$ cat src/rtl/updown_sweep_ctrl.sv
// -----------------------------------------------------------------------------
// updown_sweep_ctrl
//
// Control FSM placed directly in front of a free-running 3-bit up/down counter.
// The counter has no enable and steps every cycle, so this block steers it
// with up_down and holds it at 0 through cnt_rst whenever no sweep is active.
// On an accepted start it makes the counter run a triangle wave between the
// captured bounds lo and hi for n_sweeps complete lo->hi->lo sweeps.
//
// Ports
//   clk        in   clock, rising edge
//   reset      in   synchronous, active-high reset
//   start      in   request pulse, only looked at in IDLE
//   lo, hi     in   [2:0] sweep bounds, captured on an accepted start
//   n_sweeps   in   [SWEEPS_W-1:0] sweeps requested, captured on accepted start
//   cnt_in     in   [2:0] current counter value (counter out)
//   up_down    out  counter direction, 1 = up (combinational)
//   cnt_rst    out  counter reset (combinational, includes reset)
//   busy       out  high while a sweep run is in progress
//   done       out  one-cycle pulse after the last sweep completes
//   err        out  registered one-cycle pulse on a rejected start
//   sweep_cnt  out  [SWEEPS_W-1:0] sweeps completed in the current/last run
// -----------------------------------------------------------------------------
module updown_sweep_ctrl #(
    parameter int SWEEPS_W = 4
) (
    input  logic                clk,
    input  logic                reset,
    input  logic                start,
    input  logic [2:0]          lo,
    input  logic [2:0]          hi,
    input  logic [SWEEPS_W-1:0] n_sweeps,
    input  logic [2:0]          cnt_in,
    output logic                up_down,
    output logic                cnt_rst,
    output logic                busy,
    output logic                done,
    output logic                err,
    output logic [SWEEPS_W-1:0] sweep_cnt
);

    typedef enum logic [2:0] {
        ST_IDLE  = 3'd0,
        ST_PRIME = 3'd1,
        ST_UP    = 3'd2,
        ST_DOWN  = 3'd3,
        ST_DONE  = 3'd4
    } state_t;

    state_t              state_r;
    state_t              next_state_s;
    logic [2:0]          lo_r;
    logic [2:0]          hi_r;
    logic [SWEEPS_W-1:0] n_r;
    logic [SWEEPS_W-1:0] sweep_cnt_r;
    logic                err_r;

    logic                params_ok_s;
    logic                start_ok_s;
    logic                start_bad_s;
    logic                at_lo_s;
    logic                at_hi_s;
    logic [SWEEPS_W-1:0] turn_cnt_s;
    logic                final_turn_s;
    logic                cnt_rst_state_s;

    // A request is only legal with a non-empty range and at least one sweep.
    assign params_ok_s  = (lo < hi) && (n_sweeps != {SWEEPS_W{1'b0}});
    assign start_ok_s   = (state_r == ST_IDLE) && start && params_ok_s;
    assign start_bad_s  = (state_r == ST_IDLE) && start && !params_ok_s;

    assign at_lo_s      = (cnt_in == lo_r);
    assign at_hi_s      = (cnt_in == hi_r);

    // Sweep count as it will be after the turn at lo; it never exceeds n_r
    // because a turn that reaches n_r ends the run.
    assign turn_cnt_s   = sweep_cnt_r + {{(SWEEPS_W-1){1'b0}}, 1'b1};
    assign final_turn_s = (state_r == ST_DOWN) && at_lo_s && (turn_cnt_s == n_r);

    // Reset forces the counter to 0 in the same cycle, before the FSM reacts.
    assign cnt_rst      = reset | cnt_rst_state_s;
    assign sweep_cnt    = sweep_cnt_r;
    assign err          = err_r;

    // State register.
    always_ff @(posedge clk) begin
        if (reset) begin
            state_r <= ST_IDLE;
        end else begin
            state_r <= next_state_s;
        end
    end

    // Next-state logic; turn decisions use the live cnt_in so no overshoot.
    always_comb begin
        next_state_s = state_r;
        case (state_r)
            ST_IDLE: begin
                if (start_ok_s) begin
                    next_state_s = ST_PRIME;
                end else begin
                    next_state_s = ST_IDLE;
                end
            end
            ST_PRIME: begin
                if (at_lo_s) begin
                    next_state_s = ST_UP;
                end else begin
                    next_state_s = ST_PRIME;
                end
            end
            ST_UP: begin
                if (at_hi_s) begin
                    next_state_s = ST_DOWN;
                end else begin
                    next_state_s = ST_UP;
                end
            end
            ST_DOWN: begin
                if (at_lo_s) begin
                    if (final_turn_s) begin
                        next_state_s = ST_DONE;
                    end else begin
                        next_state_s = ST_UP;
                    end
                end else begin
                    next_state_s = ST_DOWN;
                end
            end
            ST_DONE: begin
                next_state_s = ST_IDLE;
            end
            default: begin
                next_state_s = ST_IDLE;
            end
        endcase
    end

    // Output decode; defaults describe the safe idle condition (counter held).
    always_comb begin
        up_down         = 1'b1;
        cnt_rst_state_s = 1'b1;
        busy            = 1'b0;
        done            = 1'b0;
        case (state_r)
            ST_IDLE: begin
                cnt_rst_state_s = 1'b1;
            end
            ST_PRIME: begin
                busy            = 1'b1;
                cnt_rst_state_s = 1'b0;
            end
            ST_UP: begin
                busy            = 1'b1;
                cnt_rst_state_s = 1'b0;
                if (at_hi_s) begin
                    up_down = 1'b0;
                end else begin
                    up_down = 1'b1;
                end
            end
            ST_DOWN: begin
                busy = 1'b1;
                if (at_lo_s) begin
                    // Turn back up, or on the last sweep park the counter at 0.
                    up_down         = 1'b1;
                    cnt_rst_state_s = final_turn_s;
                end else begin
                    up_down         = 1'b0;
                    cnt_rst_state_s = 1'b0;
                end
            end
            ST_DONE: begin
                done            = 1'b1;
                cnt_rst_state_s = 1'b1;
            end
            default: begin
                cnt_rst_state_s = 1'b1;
            end
        endcase
    end

    // Run parameters, frozen for the whole run once a start is accepted.
    always_ff @(posedge clk) begin
        if (reset) begin
            lo_r <= 3'd0;
            hi_r <= 3'd0;
            n_r  <= {SWEEPS_W{1'b0}};
        end else if (start_ok_s) begin
            lo_r <= lo;
            hi_r <= hi;
            n_r  <= n_sweeps;
        end else begin
            lo_r <= lo_r;
            hi_r <= hi_r;
            n_r  <= n_r;
        end
    end

    // Completed-sweep counter: cleared on accepted start, held after done.
    always_ff @(posedge clk) begin
        if (reset) begin
            sweep_cnt_r <= {SWEEPS_W{1'b0}};
        end else if (start_ok_s) begin
            sweep_cnt_r <= {SWEEPS_W{1'b0}};
        end else if ((state_r == ST_DOWN) && at_lo_s) begin
            sweep_cnt_r <= turn_cnt_s;
        end else begin
            sweep_cnt_r <= sweep_cnt_r;
        end
    end

    // Rejected-start flag, high for exactly the cycle after the bad request.
    always_ff @(posedge clk) begin
        if (reset) begin
            err_r <= 1'b0;
        end else begin
            err_r <= start_bad_s;
        end
    end

endmodule
$ cat config.mk
export PLATFORM = sky130hd
export DESIGN_NAME = updown_sweep_ctrl
export DESIGN_NICKNAME = d
export VERILOG_FILES = /design/src/rtl/updown_sweep_ctrl.sv
export SDC_FILE = /design/constraint.sdc
export NUM_CORES = 1
export LEC_CHECK = 0
export CAP_MARGIN = 5
export CELL_PAD_IN_SITES_DETAIL_PLACEMENT = 0
export CELL_PAD_IN_SITES_GLOBAL_PLACEMENT = 1
export CORE_MARGIN = 3
export CORE_UTILIZATION = 30
export CTS_CLUSTER_DIAMETER = 150
export CTS_CLUSTER_SIZE = 16
export DETAILED_ROUTE_END_ITERATION = 6
export GPL_TIMING_DRIVEN = 0
export HOLD_SLACK_MARGIN = 0.06
export PLACE_DENSITY = 0.75
export SLEW_MARGIN = 40
export SYNTH_ARGS = -nofsm -noshare
export SYNTH_HDL_FRONTEND = slang
export SYNTH_SLANG_ARGS = --single-unit
$ cat constraint.sdc
create_clock -name clk -period 2 [get_ports clk]
set_input_delay 0.5 -clock clk [delete_from_list [all_inputs] [get_ports clk]]
set_output_delay 0.5 -clock clk [all_outputs]
set_load 0.005 [all_outputs]
## Word level (Yosys, flattened, before mapping)

Index checks and enable logic that the tools add are counted.

- Bits in registers: 18
- Bits of input ports: 16

- Reduce and logical (&&, ||, !) cells: 12
- Bitwise operators: 1
- $lt $le $gt $ge: 1
- Add/sub/neg operators: 1
- Muxes and demuxes: 13
- Eq/ne operators: 7

Operators with widths:

| operator | number |
|---|---|
| case mux 3 bit (4 select lines) | 1 |
| two-way mux 1 bit | 7 |
| equality test 3 x 2 -> 1 bit, second input constant | 2 |
| equality test 3 bit | 2 |
| logical AND 1 bit | 6 |
| two-way mux 3 bit | 2 |
| adder 4 x 1 -> 4 bit, second input constant | 1 |
| equality test 4 bit | 1 |
| case mux 1 bit (2 select lines) | 2 |
| nonzero test 4 bit | 1 |
| OR reduction 2 bit | 2 |
| equality test 3 x 1 -> 1 bit, second input constant | 1 |
| equality test 3 bit, second input constant | 1 |
| zero test 3 bit | 1 |
| < comparator 3 bit | 1 |
| OR reduction 3 bit | 1 |
| two-way mux 2 bit | 1 |
| zero test 1 bit | 1 |
| bitwise OR 1 bit | 1 |

## Logic depth before layout (Yosys ltp)

- Depth in word-level cells: 6
- Gate-level depth with buffers: 6
- Gate-level depth less buffers: 5

## Worst setup path after synthesis

Ideal clock, no wire load.

- Path type: input port to flip-flop
- Start: in start
- End: reg hi_r[0]
- Path slack: 0.041 ns
- Stages on the path: 5
- Setup time: 0.072 ns
- Data required time: 1.928 ns
- Buffers on the path: 1
- Data arrival time: 1.887 ns
- Path through: or4b_1 or3_4 a21oi_4 buf_8 mux2i_1

- Word-level cells in the longest chain between the ends: 2

Ends and longest elaborated chain:

| element | RTL line | RTL |
|---|---|---|
| from (decl) | 29 | `input logic start,` |
| logical AND 1 bit (2 in series) | 69 | `assign start_ok_s = (state_r == ST_IDLE) && start && params_ok_s;` |
| to (signal assigned) | 191 | `hi_r <= hi;` |
| to (signal assigned) | 195 | `hi_r <= hi_r;` |
| to (decl) | 53 | `logic [2:0] hi_r;` |

Every way passes these cells.
A chain may end at the register's enable or synchronous reset.

## Worst setup path in the final report

- Start: in cnt_in[0]
- End: out cnt_rst

- Word-level cells in the longest chain between the ends: 6

Ends and longest elaborated chain:

| element | RTL line | RTL |
|---|---|---|
| from (decl) | 33 | `input logic [2:0] cnt_in,` |
| equality test 3 bit * | 72 | `assign at_lo_s = (cnt_in == lo_r);` |
| logical AND 1 bit (2 in series) | 78 | `assign final_turn_s = (state_r == ST_DOWN) && at_lo_s && (turn_cnt_s == n_r);` |
| two-way mux 1 bit * | 164 | `if (at_lo_s) begin` |
| case mux 1 bit (2 select lines) * | 145 | `case (state_r)` |
| bitwise OR 1 bit * | 81 | `assign cnt_rst = reset \| cnt_rst_state_s;` |
| to (decl) | 35 | `output logic cnt_rst,` |

Every way passes the cells marked *; elsewhere a longest branch is shown, timed or not.

==> summary.md <==
| Metric | Value |
|---|---|
| Initial antenna violation count | `0` |
| Relative slew slack | `74.6%` |
| Clk pwr share | `23.3%` |
| CP bufs+invs | `2` |
| Clock Pin Slew Worst Setup and Hold Paths | `0.10 ns` |
| Final ANT Viol Nets | `0` |
| P&R area growth vs syn | `51.0%` |
| Antenna cells | `0` |
| Min-Delay Path Class | `flip-flop to flip-flop` |
| IO Port Bufs | `23` |
| Failing checks | `negative setup slack` |
| Vias | `938` |
| WP data required | `1.50 ns` |
| Inserted Clock Buffers | `3` |
| Reg-to-reg slack, setup | `0.06 ns` |
| Post-synth top area share | `34.9%` |
| Register area share after synthesis | `34.9%` |
| Hold Startpoint | `hi_r[0]$_SDFFE_PP0P_` |
| Peak VDD IR | `0.000249 V` |
| # setup viols final | `1` |
| Post-route setup slack | `-0.0722 ns` |
| CORE AREA | `3180 µm²` |
| First-pass GRT wire length | `4.20 mm` |
| Worst Setup SP | `cnt_in[0]` |
| Drt wl/cell | `13.1 µm` |
| CTS root buf | `clkbuf_4` |
| Final hold vios | `0` |
| Ys Warns | `0` |
| DIE WIDTH | `64.7 µm` |
| CTS tree | `yes` |
| Crit path cell chain | `dlygate4sd2_1, xnor2_2, and4_4, nand4_1, nand3b_1, buf_2` |
| Yosys reg bits | `18` |
| Crit path max-delay cell type | `dlygate4sd2_1` |
| RSZ-0062 raised after global routing | `yes` |
| Number of synthesized flops with an enable pin | `0` |
| Remaining DRCs | `0` |
| Leading area contributor after synthesis | `dfxtp_1` |
| CP top delay family | `simple AND/OR/NAND/NOR gates` |
| Die area | `4190 µm²` |
| Pleak | `0.000626 µW` |
| Crit path capture type | `output pin` |
| Internal | `583 µW` |
| Tmin final | `2.07 ns` |
| Mean Syn Cell Area | `9.48 µm²` |
| Pin count of the biggest net entering global routing | `11` |
| Hold WS | `0.499 ns` |
| MaxCap Viol Count | `0` |
| Worst slew pin tran | `0.377 ns` |
| GP Congestion | `0.721` |
| Sw Share | `27.8%` |
| RR Startpoint | `state_r[0]$_SDFF_PP0_` |
| Crit Path Max Fanout | `3` |
| Register share of total power | `48.6%` |
| Clock skew | `0.00274 ns` |
| Ys flop type | `dfxtp_1` |
| Largest stage delay, worst path | `0.28 ns` |
| Netlist cell types | `30` |
| Vias in the first global route | `932` |
| Final Util | `49.1%` |
| Initial Util | `32.5%` |
| Pwr/cell area | `518 nW/µm²` |
| Crit path DAT | `1.57 ns` |
| Ratio of cells with drive above 1 in the final layout | `29.8%` |
| Vias per inst | `4.81` |
| DRT Pass-1 Iters | `4` |
| Total GRT Usage | `13.1%` |
| Most frequent cell after synthesis | `nand2b_1` |
| Mapped Cells | `109` |
| Die height | `64.7 µm` |
| DR iter-0 viols | `37` |
| Io pins | `25` |
| Combinational share of power | `28.1%` |
| Syn Std Cell Area | `1030 µm²` |
| Final Power | `808 µW` |
| Fmax achieved | `483 MHz` |
| Final wirelength | `2.56 mm` |
| Post-synth ARST share | `0%` |
| GR Overflow Total | `0` |
| Sink Count | `18` |
| Status | `finished with violations` |
| CTS H-tree lvls | `1` |
| Worst setup SP type | `input pin` |
| Synth Net Count | `128` |
| CTS Buffer Depth | `2` |
| Synth cell count leaders | `21 x nand2b_1, 18 x dfxtp_1, 11 x mux2i_1, 8 x xnor2_1, 6 x nor2_1` |
| Row count | `20` |
| Fin crit share | `104%` |
| Slew Limit Fails | `0` |
| Nets | `172` |
| Clk_lat worst skew | `0.30 ns` |
| Cts hold-fix bufs | `0` |
| Setup CP Type | `input pin to output pin` |
| Synth top area cells | `dfxtp_1 35%, nand2b_1 13%, mux2i_1 11%, xnor2_1 6.8%, xor2_1 4.2%` |
| P_sw | `225 µW` |
-- sequential cells by signal (all words and copies together), names as in the netlist --
| signal | flops |
|---|---|
| err | 1 |
| hi_r | 3 |
| lo_r | 3 |
| state_r | 3 |
| sweep_cnt | 4 |
| n_r | 4 |
-- cells in the final DEF, fill, tap and decap left out, types with 4 or more instances in the layout --
master and count:
dfxtp_1 12, nand2b_1 21, dfxtp_2 4, mux2i_1 11, nor2_1 5, buf_4 13, xor2_1 4, xnor2_2 5
clkdlybuf4s50_1 17
-- path summary, 6_finish.rpt --
check,end,depth (start not counted)
worst max-delay path,cnt_rst,6
worst min-delay path,hi_r[0]$_SDFFE_PP0P_,2
worst max register to register,sweep_cnt[0]$_SDFFE_PP0N_,6
worst min register to register,hi_r[0]$_SDFFE_PP0P_,2
-- power by group through the flow --
| stage | Sequential, µW | Combinational (µW) | Clock [µW] |
|---|---|---|---|
| after floorplan | 397 | 108 | 0 |
| after global placement | 399 | 167 | 0 |
| after detailed placement | 400 | 170 | 0 |
| after CTS | 392 | 214 | 187 |
| after global routing | 396 | 245 | 209 |
| final | 393 | 227 | 188 |
-- cell type report --
cell class / count / area (µm²)
Sequential cell: 18 / 373
Multi-Input combinational cell: 84 / 709
Clock buffer: 3 / 22.5
Fill cell: 311 / 1620
Buffer: 4 / 27.5
Tap cell: 44 / 55.1
Inverter: 3 / 11.3
Timing Repair Buffer: 39 / 362
-- kinds of logic (layout without fill, tap and decap cells) --
group                      Yosys count  after routing  share of synthesized area [%]
and+or+nand+nor                     46             46                           27.2
DFF                                 18             18                           34.9
xor gates and xnor gates            13             13                           11.0
AOI/OAI and AO/OA                   11             11                           8.96
muxes                               11             11                           10.7
buffers and inverters                7             49                           3.63
adders and majority gates            3              3                           3.63
-- worst min-delay path, stage by stage (launching register included) --
cell and delay [ns]:
dfxtp_1 0.33, nand2b_1 0.07, mux2i_1 0.06
-- routing by layer --
layer,track usage (%),up-vias,routed length [µm]
met3,3.12,4,109
met2,20.1,20,1180
met1,16.5,446,1210
met5,0,-,0
met4,7.92,0,55
li1,-,468,-
-- stage by stage --
stage / cells / worst slack, ns / area [µm²] / setup TNS [ns]
after global routing: 195 / -0.203 / 1560 / -0.205
after CTS: 192 / -0.0505 / 1500 / -0.0505
after floorplan: 109 / 0.0413 / 1030 / 0
after detailed placement: 176 / -0.748 / 1320 / -8.77
final: 195 / -0.0722 / 1560 / -0.0722
after global placement: 176 / -0.713 / 1320 / -8.80
-- timing repair --
item	in CTS	in global routing
endpoints found under the setup margin	17	18
pin swaps	9	10
buffers inserted	12	3
hold endpoints to repair	0	0
resized for setup	27	13
cloned	1	0
(Power assumes the default switching activity.)
